===== config.mk =====
export PLATFORM = sky130hd
export DESIGN_NAME = alu_seq
export DESIGN_NICKNAME = d
export VERILOG_FILES = /design/src/rtl/alu_pkg.sv /design/src/rtl/alu_core_comb.sv /design/src/rtl/alu_seq.sv
export SDC_FILE = /design/constraint.sdc
export NUM_CORES = 1
export LEC_CHECK = 0
export ABC_AREA = 1
export CAP_MARGIN = 25
export CORE_MARGIN = 10
export CORE_UTILIZATION = 50
export CTS_CLUSTER_DIAMETER = 30
export DETAILED_ROUTE_END_ITERATION = 8
export PLACE_DENSITY_LB_ADDON = 0.12
export SYNTH_ARGS = -nofsm -noshare
export SYNTH_HDL_FRONTEND = slang
export SYNTH_HIERARCHICAL = 1
export SYNTH_SLANG_ARGS = --single-unit

===== constraint.sdc =====
create_clock -name clk -period 11.35 [get_ports clk]
set_input_delay 3.405 -clock clk [delete_from_list [all_inputs] [get_ports clk]]
set_output_delay 3.405 -clock clk [all_outputs]
set_load 0.01 [all_outputs]

===== src/rtl/alu_pkg.sv =====
// Shared definitions for the sequential ALU: 3-bit opcode encodings, FSM state
// encodings and a helper that flags the reserved opcodes.
package alu_pkg;

  localparam logic [2:0] OP_AND = 3'b000;
  localparam logic [2:0] OP_OR  = 3'b001;
  localparam logic [2:0] OP_ADD = 3'b010;
  localparam logic [2:0] OP_MUL = 3'b011;
  localparam logic [2:0] OP_SUB = 3'b110;
  localparam logic [2:0] OP_SLT = 3'b111;

  typedef enum logic [1:0] {
    S_IDLE = 2'd0,
    S_MUL  = 2'd1,
    S_DONE = 2'd2
  } state_e;

  // 100 and 101 are reserved; everything else is a real operation.
  function automatic logic op_is_legal(input logic [2:0] op);
    return (op != 3'b100) && (op != 3'b101);
  endfunction

endpackage


===== src/rtl/alu_core_comb.sv =====
// Combinational single-cycle ALU slice: AND, OR, ADD, SUB, SLT with carry and
// signed-overflow flags. Any other opcode (MUL, reserved) yields all zeros; the
// caller handles those.
// Ports:
//   a, b  in  WIDTH  operands
//   op    in  3      opcode (alu_pkg encodings)
//   z     out WIDTH  result
//   cout  out 1      carry (ADD) or no-borrow (SUB/SLT)
//   ovf   out 1      signed overflow (ADD/SUB)
module alu_core_comb
  import alu_pkg::*;
#(
  parameter int unsigned WIDTH = 8
) (
  input  logic [WIDTH-1:0] a,
  input  logic [WIDTH-1:0] b,
  input  logic [2:0]       op,
  output logic [WIDTH-1:0] z,
  output logic             cout,
  output logic             ovf
);

  logic [WIDTH:0] add_full;
  logic [WIDTH:0] sub_full;
  logic           ovf_add;
  logic           ovf_sub;
  logic           lt;

  assign add_full = {1'b0, a} + {1'b0, b};
  assign sub_full = {1'b0, a} + {1'b0, ~b} + {{WIDTH{1'b0}}, 1'b1};

  assign ovf_add = (a[WIDTH-1] == b[WIDTH-1]) & (add_full[WIDTH-1] != a[WIDTH-1]);
  assign ovf_sub = (a[WIDTH-1] != b[WIDTH-1]) & (sub_full[WIDTH-1] != a[WIDTH-1]);
  // Signed less-than: sign of the difference, corrected when the subtraction overflowed.
  assign lt      = sub_full[WIDTH-1] ^ ovf_sub;

  always_comb begin
    z    = '0;
    cout = 1'b0;
    ovf  = 1'b0;
    case (op)
      OP_AND: z = a & b;
      OP_OR:  z = a | b;
      OP_ADD: begin
        z    = add_full[WIDTH-1:0];
        cout = add_full[WIDTH];
        ovf  = ovf_add;
      end
      OP_SUB: begin
        z    = sub_full[WIDTH-1:0];
        cout = sub_full[WIDTH];
        ovf  = ovf_sub;
      end
      OP_SLT: begin
        z    = {{(WIDTH-1){1'b0}}, lt};
        cout = sub_full[WIDTH];
      end
      default: ;
    endcase
  end

endmodule


===== src/rtl/alu_seq.sv =====
// Registered, valid/ready handshaked ALU. Single-cycle ops land in the output
// registers one edge after accept; MUL is an unsigned shift-add taking WIDTH
// iterations plus one load cycle.
// Ports:
//   clk, rst          clock (rising) and asynchronous active-high reset
//   in_valid/in_ready input handshake; a, b, op captured on accept
//   out_valid/out_ready output handshake; outputs held while stalled
//   z                 result
//   cout              carry (ADD), no-borrow (SUB/SLT), else 0
//   zero              z == 0
//   ovf               signed overflow (ADD/SUB), high half nonzero (MUL)
//   err               illegal opcode
module alu_seq
  import alu_pkg::*;
#(
  parameter int unsigned WIDTH = 8
) (
  input  logic             clk,
  input  logic             rst,
  input  logic             in_valid,
  output logic             in_ready,
  input  logic [WIDTH-1:0] a,
  input  logic [WIDTH-1:0] b,
  input  logic [2:0]       op,
  output logic             out_valid,
  input  logic             out_ready,
  output logic [WIDTH-1:0] z,
  output logic             cout,
  output logic             zero,
  output logic             ovf,
  output logic             err
);

  localparam int unsigned CNT_W = $clog2(WIDTH);

  state_e             state_q, state_d;
  logic [2*WIDTH-1:0] mcand_q, mcand_d;
  logic [WIDTH-1:0]   mplier_q, mplier_d;
  logic [2*WIDTH-1:0] acc_q, acc_d;
  logic [CNT_W-1:0]   cnt_q, cnt_d;

  logic               out_valid_q, out_valid_d;
  logic [WIDTH-1:0]   z_q, z_d;
  logic               cout_q, cout_d;
  logic               zero_q, zero_d;
  logic               ovf_q, ovf_d;
  logic               err_q, err_d;

  logic [WIDTH-1:0]   core_z;
  logic               core_cout;
  logic               core_ovf;
  logic               accept;
  logic               load;

  alu_core_comb #(
    .WIDTH (WIDTH)
  ) u_core (
    .a    (a),
    .b    (b),
    .op   (op),
    .z    (core_z),
    .cout (core_cout),
    .ovf  (core_ovf)
  );

  assign in_ready = ~rst & (state_q == S_IDLE) & (~out_valid_q | out_ready);
  assign accept   = in_valid & in_ready;

  always_comb begin
    state_d     = state_q;
    mcand_d     = mcand_q;
    mplier_d    = mplier_q;
    acc_d       = acc_q;
    cnt_d       = cnt_q;
    out_valid_d = out_valid_q;
    z_d         = z_q;
    cout_d      = cout_q;
    ovf_d       = ovf_q;
    err_d       = err_q;
    load        = 1'b0;

    // Drain first; a result loaded on the same edge overrides it.
    if (out_valid_q && out_ready) begin
      out_valid_d = 1'b0;
    end

    case (state_q)
      S_IDLE: begin
        if (accept) begin
          if (op == OP_MUL) begin
            mcand_d  = {{WIDTH{1'b0}}, a};
            mplier_d = b;
            acc_d    = '0;
            cnt_d    = '0;
            state_d  = S_MUL;
          end else begin
            load        = 1'b1;
            out_valid_d = 1'b1;
            if (op_is_legal(op)) begin
              z_d    = core_z;
              cout_d = core_cout;
              ovf_d  = core_ovf;
              err_d  = 1'b0;
            end else begin
              z_d    = '0;
              cout_d = 1'b0;
              ovf_d  = 1'b0;
              err_d  = 1'b1;
            end
          end
        end
      end
      S_MUL: begin
        if (mplier_q[0]) begin
          acc_d = acc_q + mcand_q;
        end
        mcand_d  = mcand_q << 1;
        mplier_d = mplier_q >> 1;
        cnt_d    = cnt_q + 1'b1;
        if (cnt_q == CNT_W'(WIDTH - 1)) begin
          state_d = S_DONE;
        end
      end
      S_DONE: begin
        load        = 1'b1;
        out_valid_d = 1'b1;
        z_d         = acc_q[WIDTH-1:0];
        cout_d      = 1'b0;
        ovf_d       = |acc_q[2*WIDTH-1:WIDTH];
        err_d       = 1'b0;
        state_d     = S_IDLE;
      end
      default: state_d = S_IDLE;
    endcase

    // zero only tracks z when a result is loaded, so it stays 0 out of reset.
    zero_d = load ? (z_d == '0) : zero_q;
  end

  always_ff @(posedge clk or posedge rst) begin
    if (rst) begin
      state_q     <= S_IDLE;
      mcand_q     <= '0;
      mplier_q    <= '0;
      acc_q       <= '0;
      cnt_q       <= '0;
      out_valid_q <= 1'b0;
      z_q         <= '0;
      cout_q      <= 1'b0;
      zero_q      <= 1'b0;
      ovf_q       <= 1'b0;
      err_q       <= 1'b0;
    end else begin
      state_q     <= state_d;
      mcand_q     <= mcand_d;
      mplier_q    <= mplier_d;
      acc_q       <= acc_d;
      cnt_q       <= cnt_d;
      out_valid_q <= out_valid_d;
      z_q         <= z_d;
      cout_q      <= cout_d;
      zero_q      <= zero_d;
      ovf_q       <= ovf_d;
      err_q       <= err_d;
    end
  end

  assign out_valid = out_valid_q;
  assign z         = z_q;
  assign cout      = cout_q;
  assign zero      = zero_q;
  assign ovf       = ovf_q;
  assign err       = err_q;

endmodule

==> results.json, run 1 <==
{
  "total_congestion_overflow": 0,
  "slew_headroom_pct": 50.18,
  "synthTopCellsByArea": "sky130_fd_sc_hd__dfrtp_1 31%, sky130_fd_sc_hd__nand2_1 16%, sky130_fd_sc_hd__ha_1 11%, sky130_fd_sc_hd__inv_1 8.4%, sky130_fd_sc_hd__nand3_1 6.0%",
  "design.die.area_sq_um": 13610,
  "coreArea_sq_um": 9153,
  "finalHoldViolations": 0,
  "starting_density_of_the_core_pct": 51.05,
  "timing_worst_slew_pin_value_ns": 0.7473,
  "setup_viol": 0,
  "final_min_period_over_clock_period_pct": 72.14,
  "crit_slowest_cell": "sky130_fd_sc_hd__clkdlybuf4s50_1",
  "outcome": "completed",
  "maximum_number_of_pins_on_one_net_before_global_route_repair": 59,
  "leading_cell_types_by_count_after_synthesis": "205 x sky130_fd_sc_hd__nand2_1, 104 x sky130_fd_sc_hd__inv_1, 58 x sky130_fd_sc_hd__dfrtp_1, 56 x sky130_fd_sc_hd__nand3_1",
  "synth-async-reset-ratio_pct": 100.0,
  "path_max_fanout": 3,
  "grt_pass1_wl_um": 21020,
  "post_cts_buffers": 0,
  "netlist_area_sq_um": 4672,
  "floorplan.rows": 35,
  "htree_num_levels": 3,
  "synth-xor-area-share_pct": 1.312,
  "cts_buffers": 9,
  "final_area_sq_um": 5325,
  "clock-skew-final_ns": 0.01329,
  "number_of_global_route_vias_before_repair": 4290,
  "viasPerCell": 5.464,
  "antenna_found_initial": 0,
  "synth.yosys.warnings": 6,
  "antenna_cells": 0,
  "clock-root-buffer": "sky130_fd_sc_hd__clkbuf_8",
  "placed_area_sq_um": 5106,
  "startpoint_type": "input pin",
  "muxShareOfSynthArea_pct": 0,
  "clock.fmax_mhz": 122.1,
  "worstPathRequired_ns": 7.95,
  "synth_fa_ha_area_share_pct": 12.69,
  "drive_above_1_share_pct": 5.248,
  "crit_arrival_ns": 4.78,
  "rsz_0062_raised_after_global_routing": "false",
  "synth_compound_area_share_pct": 14.22,
  "hold_fix_buffers_at_cts": 0,
  "end_kind": "primary output",
  "synth_largest_area_cell": "sky130_fd_sc_hd__dfrtp_1",
  "clk_transition_reported_paths_ns": 0.07,
  "power_density_nw_per_um2": 231.8,
  "dr.pass1.iters": 5,
  "port-buffer-count": 36,
  "final.setup.tns_ns": 0,
  "timing.final.max_slew_violations": 0,
  "peak_supply_drop_v": 0.0001735,
  "ys_types": 39,
  "post_synth_and_or_nand_nor_area_fraction_pct": 30.29,
  "largest_family_of_logic_cells_by_synthesized_area": "simple AND/OR/NAND/NOR gates",
  "min_path_type": "flop to flop",
  "die-height_um": 116.7,
  "route.detailed.drc": 0,
  "routed_wl_um": 12500,
  "post_cts_resize_count": 0,
  "drt.antenna.violating_nets": 0,
  "critical_path.max_stage_delay_ns": 0.53,
  "timing.critical_path.cells": "clkdlybuf4s50_1, inv_1, nand2_1, nand3_1, inv_1, clkdlybuf4s50_1",
  "layout.nets": 768,
  "hpwl_after_dpl_um": 9583,
  "finalCriticalPeriod_ns": 8.188,
  "synth.ff_latch_count": 58,
  "grt_use_total_pct": 19.56,
  "synth_flop_cell": "sky130_fd_sc_hd__dfrtp_1",
  "critical_path_class": "input pin to primary output",
  "numClockSinks": 58,
  "most_repeated_cell_in_the_gate_level_netlist_after_synthesis": "sky130_fd_sc_hd__nand2_1",
  "io-pin-count": 37,
  "via_count": 4459,
  "yosys.area.top_type_share_pct": 31.07,
  "synth_sequential_area_ratio_pct": 31.07,
  "postSynthNetCount": 730,
  "buffer_depth_of_the_longest_clock_path": 2,
  "syn_area_per_cell_sq_um": 7.057,
  "maxCapViolations": 0,
  "route.detailed.wl_per_inst_um": 15.32,
  "detailedRoute.firstIterationViolations": 349,
  "leakagePower_uw": 0.002777,
  "cts_tree": "done",
  "areaGrowthSynthToFinish_pct": 13.98,
  "die_w_um": 116.7,
  "synth-edff-count": 0,
  "place_congestion": 0.9464,
  "worst_skew_pair.late_latency_ns": 0.35,
  "synth_cells": 662
}
-- routing by layer --
layer,vias to the layer above,routed length [um],GRT usage [%]
met2,130,5658,30.96
met4,0,343,7.414
met3,27,760,4.006
li1,2234,-,-
met5,-,0,0
met1,2068,5740,25.72
-- worst paths after layout --
kind                       startpoint           to  cells after the start  slack (ns)
setup reg to reg           state_q[0]     acc_q[9]                      8        8.76
max in group asynchronous         rst  mcand_q[15]                      3        7.09
setup / recovery            out_ready     in_ready                      6        3.16
hold / removal                    ovf          ovf                      2        0.48
hold reg to reg                   ovf          ovf                      2        0.48
min in group asynchronous         rst     acc_q[9]                      3        3.75
-- area by class of cell --
class | count | area [sq um]
inverter | 109 | 414.1
clock inverter | 5 | 77.57
tap | 111 | 138.9
timing repair buffer | 37 | 367.9
fill | 877 | 3827
multi-input combinational | 485 | 2734
sequential | 58 | 1451
clock buffer | 11 | 141.4
-- worst max-delay path: cells and delay by family --
kind / cells / cell delay (ns)
buffers and inverters: 4 / 1.10
and+or+nand+nor: 2 / 0.27
-- state kept, by name, indices dropped and copies added, names as in the netlist --
register,count
out_valid,1
cout,1
cnt_q,3
mplier_q,8
z,8
mcand_q,16
acc_q,16
state_q,2
err,1
zero,1
ovf,1
-- metrics by stage --
| stage | hold slack, ns | instances | power [uW] | util, % | worst slack, ns |
|---|---|---|---|---|---|
| 4_1_cts | 0.4849 | 816 | 1236 | 58.18 | 3.149 |
| 3_5_place_dp | 0.4649 | 800 | 1011 | 55.79 | 3.149 |
| 6_report | 0.4818 | 816 | 1235 | 58.18 | 3.162 |
| 2_1_floorplan | 0.4676 | 662 | 836.1 | - | 2.755 |
| 5_1_grt | 0.5003 | 816 | 1357 | 58.18 | 3.068 |
| 3_3_place_gp | 0.4641 | 800 | 994.3 | 55.79 | 3.152 |
-- power breakdown --
part           internal [uW]  total [uW]  leakage, uW  switching [uW]
clock network            129         219     0.000109            90.1
logic                    245         644      0.00192             399
registers                296         371     0.000743            75.4
-- logic make-up after synthesis --
| family | after synthesis |
|---|---|
| DFF | 58 |
| buffers and inverters | 119 |
| and+or+nand+nor | 324 |
| AOI/OAI and AO/OA | 109 |
| adders and majority gates | 45 |
| xor gates and xnor gates | 7 |
-- placed cells by master, fill, tap and decap left out, types with 4 or more instances in the layout --
| master | count |
|---|---|
| sky130_fd_sc_hd__clkdlybuf4s50_1 | 36 |
| sky130_fd_sc_hd__inv_1 | 103 |
| sky130_fd_sc_hd__nor2_1 | 33 |
| sky130_fd_sc_hd__a21oi_1 | 20 |
| sky130_fd_sc_hd__inv_2 | 5 |
| sky130_fd_sc_hd__o211ai_1 | 14 |
| sky130_fd_sc_hd__nand3_1 | 56 |
| sky130_fd_sc_hd__o21ai_0 | 41 |
| sky130_fd_sc_hd__nand4_1 | 9 |
| sky130_fd_sc_hd__nor2_4 | 6 |
| sky130_fd_sc_hd__ha_1 | 41 |
| sky130_fd_sc_hd__xnor2_1 | 5 |
| sky130_fd_sc_hd__o22ai_1 | 16 |
| sky130_fd_sc_hd__nand2_1 | 205 |
| sky130_fd_sc_hd__fa_1 | 4 |
| sky130_fd_sc_hd__dfrtp_1 | 58 |
| sky130_fd_sc_hd__clkbuf_8 | 10 |
(Power assumes the default switching activity.)
==> run 2: changes to the inputs <==
==> constraint.sdc (replaced) <==
create_clock -name clk -period 7.1 [get_ports clk]
set_input_delay 2.13 -clock clk [delete_from_list [all_inputs] [get_ports clk]]
set_output_delay 2.13 -clock clk [all_outputs]
set_load 0.01 [all_outputs]
==> run 2 against run 1 <==
Effect of this change: sequential power is 60% higher; non-clock buffer count did not move; combinational power rose by 58%.
==> results.json, run 2 (synthesis results as in run 1) <==
{
  "finalHoldViolations": 0,
  "final.setup.tns_ns": 0,
  "clock-skew-final_ns": 0.01086,
  "cts_buffers": 9,
  "die_w_um": 116.7,
  "coreArea_sq_um": 9153,
  "design.die.area_sq_um": 13610,
  "areaGrowthSynthToFinish_pct": 13.98,
  "total_congestion_overflow": 0,
  "starting_density_of_the_core_pct": 51.05,
  "setup_viol": 0,
  "grt_use_total_pct": 19.30,
  "finalCriticalPeriod_ns": 5.650,
  "buffer_depth_of_the_longest_clock_path": 2,
  "clock.fmax_mhz": 177.0,
  "hold_fix_buffers_at_cts": 0,
  "min-delay-start": "ovf",
  "power_density_nw_per_um2": 368.3,
  "path_max_fanout": 3,
  "dr.pass1.iters": 4,
  "slew_headroom_pct": 48.78,
  "numClockSinks": 58,
  "final_min_period_over_clock_period_pct": 79.57,
  "net-switching-power_uw": 891.3,
  "viasPerCell": 5.293,
  "startpoint_type": "input pin",
  "post_cts_buffers": 0,
  "antenna_cells": 0,
  "layout.filler_cells": 910,
  "rr_startpoint": "state_q[0]",
  "hpwl_after_dpl_um": 9868,
  "cts_tree": "done",
  "maximum_number_of_pins_on_one_net_before_global_route_repair": 59,
  "die-height_um": 116.7,
  "antenna_found_initial": 0,
  "route.detailed.wl_per_inst_um": 15.24,
  "internal-power_uw": 1070,
  "critical_path_class": "input pin to primary output",
  "io-pin-count": 37,
  "port-buffer-count": 36,
  "worst_skew_pair.late_latency_ns": 0.33,
  "clk_transition_reported_paths_ns": 0.07,
  "route.detailed.drc": 0,
  "htree_num_levels": 3,
  "layout.cells.most_common_list": "205 x sky130_fd_sc_hd__nand2_1, 103 x sky130_fd_sc_hd__inv_1, 58 x sky130_fd_sc_hd__dfrtp_1",
  "drive_above_1_share_pct": 5.248,
  "p_sw_share_pct": 45.45,
  "timing.reg2reg.setup_slack_ns": 4.49,
  "reg2regPathDepth": 8,
  "drt.antenna.violating_nets": 0,
  "p_seq_share_pct": 30.2,
  "pwr-share-clk_pct": 17.6,
  "floorplan.rows": 35,
  "routed_wl_um": 12430,
  "layout.nets": 768,
  "report.power.total_uw": 1961,
  "timing_worst_slew_pin_value_ns": 0.7612,
  "rsz_0062_raised_after_global_routing": "false",
  "post_cts_resize_count": 0,
  "crit_arrival_ns": 3.52,
  "largest_registers": "acc_q x16, mcand_q x16",
  "p_comb_share_pct": 52.2,
  "outcome": "completed",
  "detailedRoute.firstIterationViolations": 252,
  "critical_path.reg2reg.endpoint": "acc_q[9]",
  "maxCapViolations": 0,
  "via_count": 4319,
  "worstHoldPathCells": 2,
  "min_path_type": "flop to flop",
  "hold_path_end": "ovf",
  "timing.final.max_slew_violations": 0,
  "peak_supply_drop_v": 0.0002022,
  "most_common_cell_after_layout_fill_and_taps_aside": "sky130_fd_sc_hd__nand2_1",
  "grt_pass1_wl_um": 20820,
  "number_of_global_route_vias_before_repair": 4304,
  "clock-root-buffer": "sky130_fd_sc_hd__clkbuf_8",
  "worstPathRequired_ns": 4.97,
  "dp_worst_setup_slack_ns": 1.432,
  "end_kind": "primary output",
  "place_congestion": 0.9188,
  "setup_slack_ns": 1.450,
  "leakagePower_uw": 0.002777
}
[run 2: cell counts in the layout (fill, tap and decap cells not counted)]
No cell type changed its count.
[run 2: critical path, stage by stage]
cell	delay, ns
sky130_fd_sc_hd__clkdlybuf4s50_1	0.46
sky130_fd_sc_hd__inv_1	0.04
sky130_fd_sc_hd__nand2_1	0.12
sky130_fd_sc_hd__nand3_1	0.15
sky130_fd_sc_hd__inv_1	0.09
sky130_fd_sc_hd__clkdlybuf4s50_1	0.53
[run 2: power by group through the flow]
stage / sequential [uW] / clock, uW / combinational [uW]
6_report: 593 / 344 / 1020
3_5_place_dp: 599 / 0 / 1020
2_1_floorplan: 561 / 0 / 775
3_3_place_gp: 595 / 0 / 1000
4_1_cts: 593 / 352 / 1030
5_1_grt: 610 / 365 / 1180
[run 2: cell type report]
class	count	area, sq um	share of cell area (%)
clock buffers	11	141.4	2.655
clock inverters	5	77.57	1.457
inverters	109	414.1	7.777
multi-input cells	485	2734	51.34
flip-flops and latches	58	1451	27.26
well taps	111	138.9	2.608
repair buffers	37	367.9	6.908
[run 2: how the worst max path moves through the flow]
stage / from / end / slack, ns / cells past startpoint
after floorplan: rst / in_ready / 1.05 / 3
after global placement: out_ready / in_ready / 1.45 / 6
after detailed placement: out_ready / in_ready / 1.43 / 6
after CTS: out_ready / in_ready / 1.43 / 6
after global routing: out_ready / in_ready / 1.38 / 6
final: out_ready / in_ready / 1.45 / 6
[run 2: metal layers]
metal	share of wire [%]	routed length, um	global-route usage, %
met2	47	5791	31.75
met5	0	0	0
met4	2.2	274	7.084
met3	4.5	562	2.928
met1	47	5804	25.10
[run 2: per-stage QoR]
step	instances	utilization [%]	instance area, sq um	hold WS [ns]
after floorplan	662	-	4672	0.4676
after global placement	800	55.79	5106	0.4693
after detailed placement	800	55.79	5106	0.4813
after CTS	816	58.18	5325	0.4993
after global routing	816	58.18	5325	0.5216
final	816	58.18	5325	0.4903
==> patch 1: new RTL, config.mk and constraints of run 1 <==
The 3 states of `state_e` get a one-hot encoding in 3 bits.
--- a/src/rtl/alu_pkg.sv
+++ b/src/rtl/alu_pkg.sv
@@ -9,10 +9,10 @@
   localparam logic [2:0] OP_SUB = 3'b110;
   localparam logic [2:0] OP_SLT = 3'b111;
 
-  typedef enum logic [1:0] {
-    S_IDLE = 2'd0,
-    S_MUL  = 2'd1,
-    S_DONE = 2'd2
+  typedef enum logic [2:0] {
+    S_IDLE = 3'b001,
+    S_MUL  = 3'b010,
+    S_DONE = 3'b100
   } state_e;
 
   // 100 and 101 are reserved; everything else is a real operation.
Function: no difference found for any inputs over 10 cycles, from zero or initial values and one cycle with rst high; not proved beyond that.
==> patch 1 against run 1 <==
- clock skew barely moved
- design area decreased by 0.28%
- setup slack worse by 700 ps
- first-iteration DRC count decreased by 10%
- global-route usage down 0.61 points
- synthesized area barely moved
- sequential cell count grew 1
- wire length shrank 3.1%
Power is not compared: it rests on default switching activity, and its combinational part moved more than twofold at a synthesized area within 25%.
==> patch 1: results <==
[status]
outcome = "finished, final reports clean"

[synth]
synth_commonest_cells = "186 x nand2_1, 99 x inv_1, 58 x dfrtp_1"
synthCells = 655
synth_cell_type_count = 47
synth_seq_area_share_pct = 31.6
syn_nets = 723
netlist_top_cells_area = "dfrtp_1 31%, nand2_1 15%, ha_1 11%"

[setup_path]
timing.rr.start = "state_q[2]"
startpoint = "rst"
worstPathArrival_ps = 5480
path_max_fanout = 60

[finish]
signal_buffers = 38
clockBufferCount = 9
clkCellAreaFrac_pct = 3.86
buffer_area_share_pct = 7.07
post-route-cell-area_sq_um = 5310
filler_cell_count = 872
multi_input_gates = 472

[placement]
dp_cells = 791
detailedPlacementHpwl_mm = 9.38
dpl_cell_area_sq_um = 5100
gp_congestion = 0.919
pre_cts_slack_ps = 2420

[sta]
worstMarginPinSlew_ps = 757
fin_skew_ps = 12.8
whs_ps = 486
fmax_mhz = 113

[hold_path]
hold_end = "zero"
hp-start = "zero"

[grt]
grt.total_usage_pct = 18.9
grt_pass1_wl_mm = 20.5
grt_pass1_vias = 4208

[route]
drt_iter0_markers = 314
vias_per_cell = 5.45
vias = 4396
avgRoutedWirePerCell_um = 15.0

[clock_network]
cts.sinks = 59
[patch 1: metal layers]
metal	track usage (%)	vias to the layer above	share of wire, %
met5	0	-	0
met4	4.45	0	1.2
met3	4.93	12	5.5
met2	30.1	103	46
met1	25.2	2062	47
li1	-	2219	-
[patch 1: power by group through the flow]
stage	Clock [mW]	Sequential [mW]	Combinational, mW
after floorplan	0	0.301	0.216
after global placement	0	0.311	0.296
after detailed placement	0	0.312	0.302
after CTS	0.212	0.309	0.304
after global routing	0.222	0.317	0.351
final	0.209	0.310	0.304
[patch 1: logic make-up after synthesis]
| group | after synthesis | synth area share, % |
|---|---|---|
| buffers and inverters | 124 | 10.7 |
| DFF | 59 | 31.6 |
| AOI/OAI and AO/OA | 116 | 15.0 |
| and+or+nand+nor | 305 | 28.9 |
| xor gates and xnor gates | 6 | 1.12 |
| adders and majority gates | 45 | 12.7 |
[patch 1: critical path: stages]
cell	delay, ps
clkdlybuf4s50_1	440
inv_2	50
buf_4	570
nand2_1	210
nor2_2	190
clkdlybuf4s50_1	570
==> patch 2: new RTL, settings of run 1 <==
Without the edit above. `WIDTH` is set to 8 in 2 places; all go to 16.
--- a/src/rtl/alu_core_comb.sv
+++ b/src/rtl/alu_core_comb.sv
@@ -10,7 +10,7 @@
 module alu_core_comb
   import alu_pkg::*;
 #(
-  parameter int unsigned WIDTH = 8
+  parameter int unsigned WIDTH = 16
 ) (
   input  logic [WIDTH-1:0] a,
   input  logic [WIDTH-1:0] b,
--- a/src/rtl/alu_seq.sv
+++ b/src/rtl/alu_seq.sv
@@ -13,7 +13,7 @@
 module alu_seq
   import alu_pkg::*;
 #(
-  parameter int unsigned WIDTH = 8
+  parameter int unsigned WIDTH = 16
 ) (
   input  logic             clk,
   input  logic             rst,
Interface: changed (resized a, b and z); port bits go from 37 to 61. The function was not compared with the original's and may differ.
==> patch 2 against run 1 <==
- synthesized cell count increased by 120%
- wire length increased by 130%
- hold slack improved by 9.1 ps
- power increased by 93%
- via count increased by 110%
- cell count increased by 110%
- design area increased by 98%
- first-iteration DRC count increased by 140%
- synthesized area increased by 110%
- setup slack got worse by 400 ps
- sequential cell count increased by 49
- largest cell class unchanged
==> patch 2: results <==
[status]
outcome = "finished, final reports clean"

[clock_network]
root_buffer = "clkbuf_16"

[grt]
use_met3_pct = 5.07
grt_pass1_vias = 8602
grt.total_usage_pct = 22.9
grt_pass1_wl_mm = 45.5
use_met2_pct = 34.0
grt_max_degree = 67
grt_antenna_before_repair = 4

[pwr]
pg_clk_mw = 0.312
seq_power_share_pct = 28.5
vdd_drop_max_mv = 0.119
clkPwrFrac_pct = 13.1
power_switching_share_pct = 50.2
p_leak_nw = 5.55

[setup_path]
timing.rr.start = "state_q[0]"
worst-r2r-setup-slack_ps = 8110
startpoint = "rst"
worstPathArrival_ps = 5180
timing.rr.end = "acc_q[4]"
path_max_fanout = 48
cpPeakStageDelay_ps = 560
rr_worst_depth = 9

[placement]
dpl_cell_area_sq_um = 10300
gp_congestion = 1.01
detailedPlacementHpwl_mm = 22.9
port_buffers = 60
pre_cts_slack_ps = 2700
dp_cells = 1712

[synth]
syn_nets = 1578
synth_seq_area_share_pct = 27.9
netlist_top_cells_area = "dfrtp_1 28%, nand2_1 17%, ha_1 11%"
synth_commonest_cells = "427 x nand2_1, 232 x inv_1, 107 x dfrtp_1"
synth_area_per_cell_sq_um = 6.59
synth_cell_type_count = 44

[finish]
drive_gt1_share_pct = 3.21
reg_top3 = "acc_q (32), mcand_q (32)"
filler_cell_count = 1861

[route]
drt_iter0_markers = 840
avgRoutedWirePerCell_um = 16.6
vias_per_cell = 5.54
dr.pass1.iters = 7
vias = 9576

[sta]
finalCriticalPeriod_ps = 8590
maxSlewHeadroom_pct = 47.7
fin_skew_ps = 9.19
## patch 2: cell types whose count changed in the layout (fill, tap and decap cells not counted), sizes merged, moves of 12 or more
cell	delta
nand3b	+16
o22ai	+12
nand2	+225
nor2	+71
o21ai	+54
a21oi	+54
inv	+131
ha	+40
dfrtp	+49
nand3	+52
o211ai	+17
clkdlybuf4s50	+24
## patch 2: cell type report
cell class / instances / area, sq um / area share (%)
multi-input combinational: 1068 / 5770 / 54.6
sequential: 107 / 2680 / 25.3
inverter: 238 / 896 / 8.48
timing repair buffer: 65 / 638 / 6.04
tap: 234 / 293 / 2.77
clock buffer: 11 / 243 / 2.30
clock inverter: 5 / 45.0 / 0.426
antenna: 1 / 2.50 / 0.0237
## patch 2: worst min-delay path by stage
stage               depth (start not counted)  slack [ps]     endpoint   startpoint
global placement                            2         470         zero         zero
detailed placement                          2         490         zero         zero
floorplan                                   2         470  mcand_q[31]  mcand_q[31]
global route                                2         530         zero         zero
finish                                      2         490         zero         zero
CTS                                         2         510         zero         zero
## patch 2: cells by family (layout without fill, tap and decap cells)
group,Yosys count,in the layout,synth area share (%)
and+or+nand+nor,716,716,32.4
buffers and inverters,279,319,12.0
adders and majority gates,85,85,11.4
xor gates and xnor gates,5,5,0.457
AOI/OAI and AO/OA,262,262,15.8
other,0,1,0
DFF,107,107,27.9
## patch 2: layer usage
metal / wire length (um) / vias up
li1: - / 4810
met1: 13800 / 4379
met2: 12000 / 332
met3: 2150 / 51
met4: 684 / 4
met5: 27 / -
## patch 2: worst max-delay path, delay by kind of cell
kind	cells	cell delay [ps]
buffers and inverters	3	1460
AND/OR/NAND/NOR	2	300
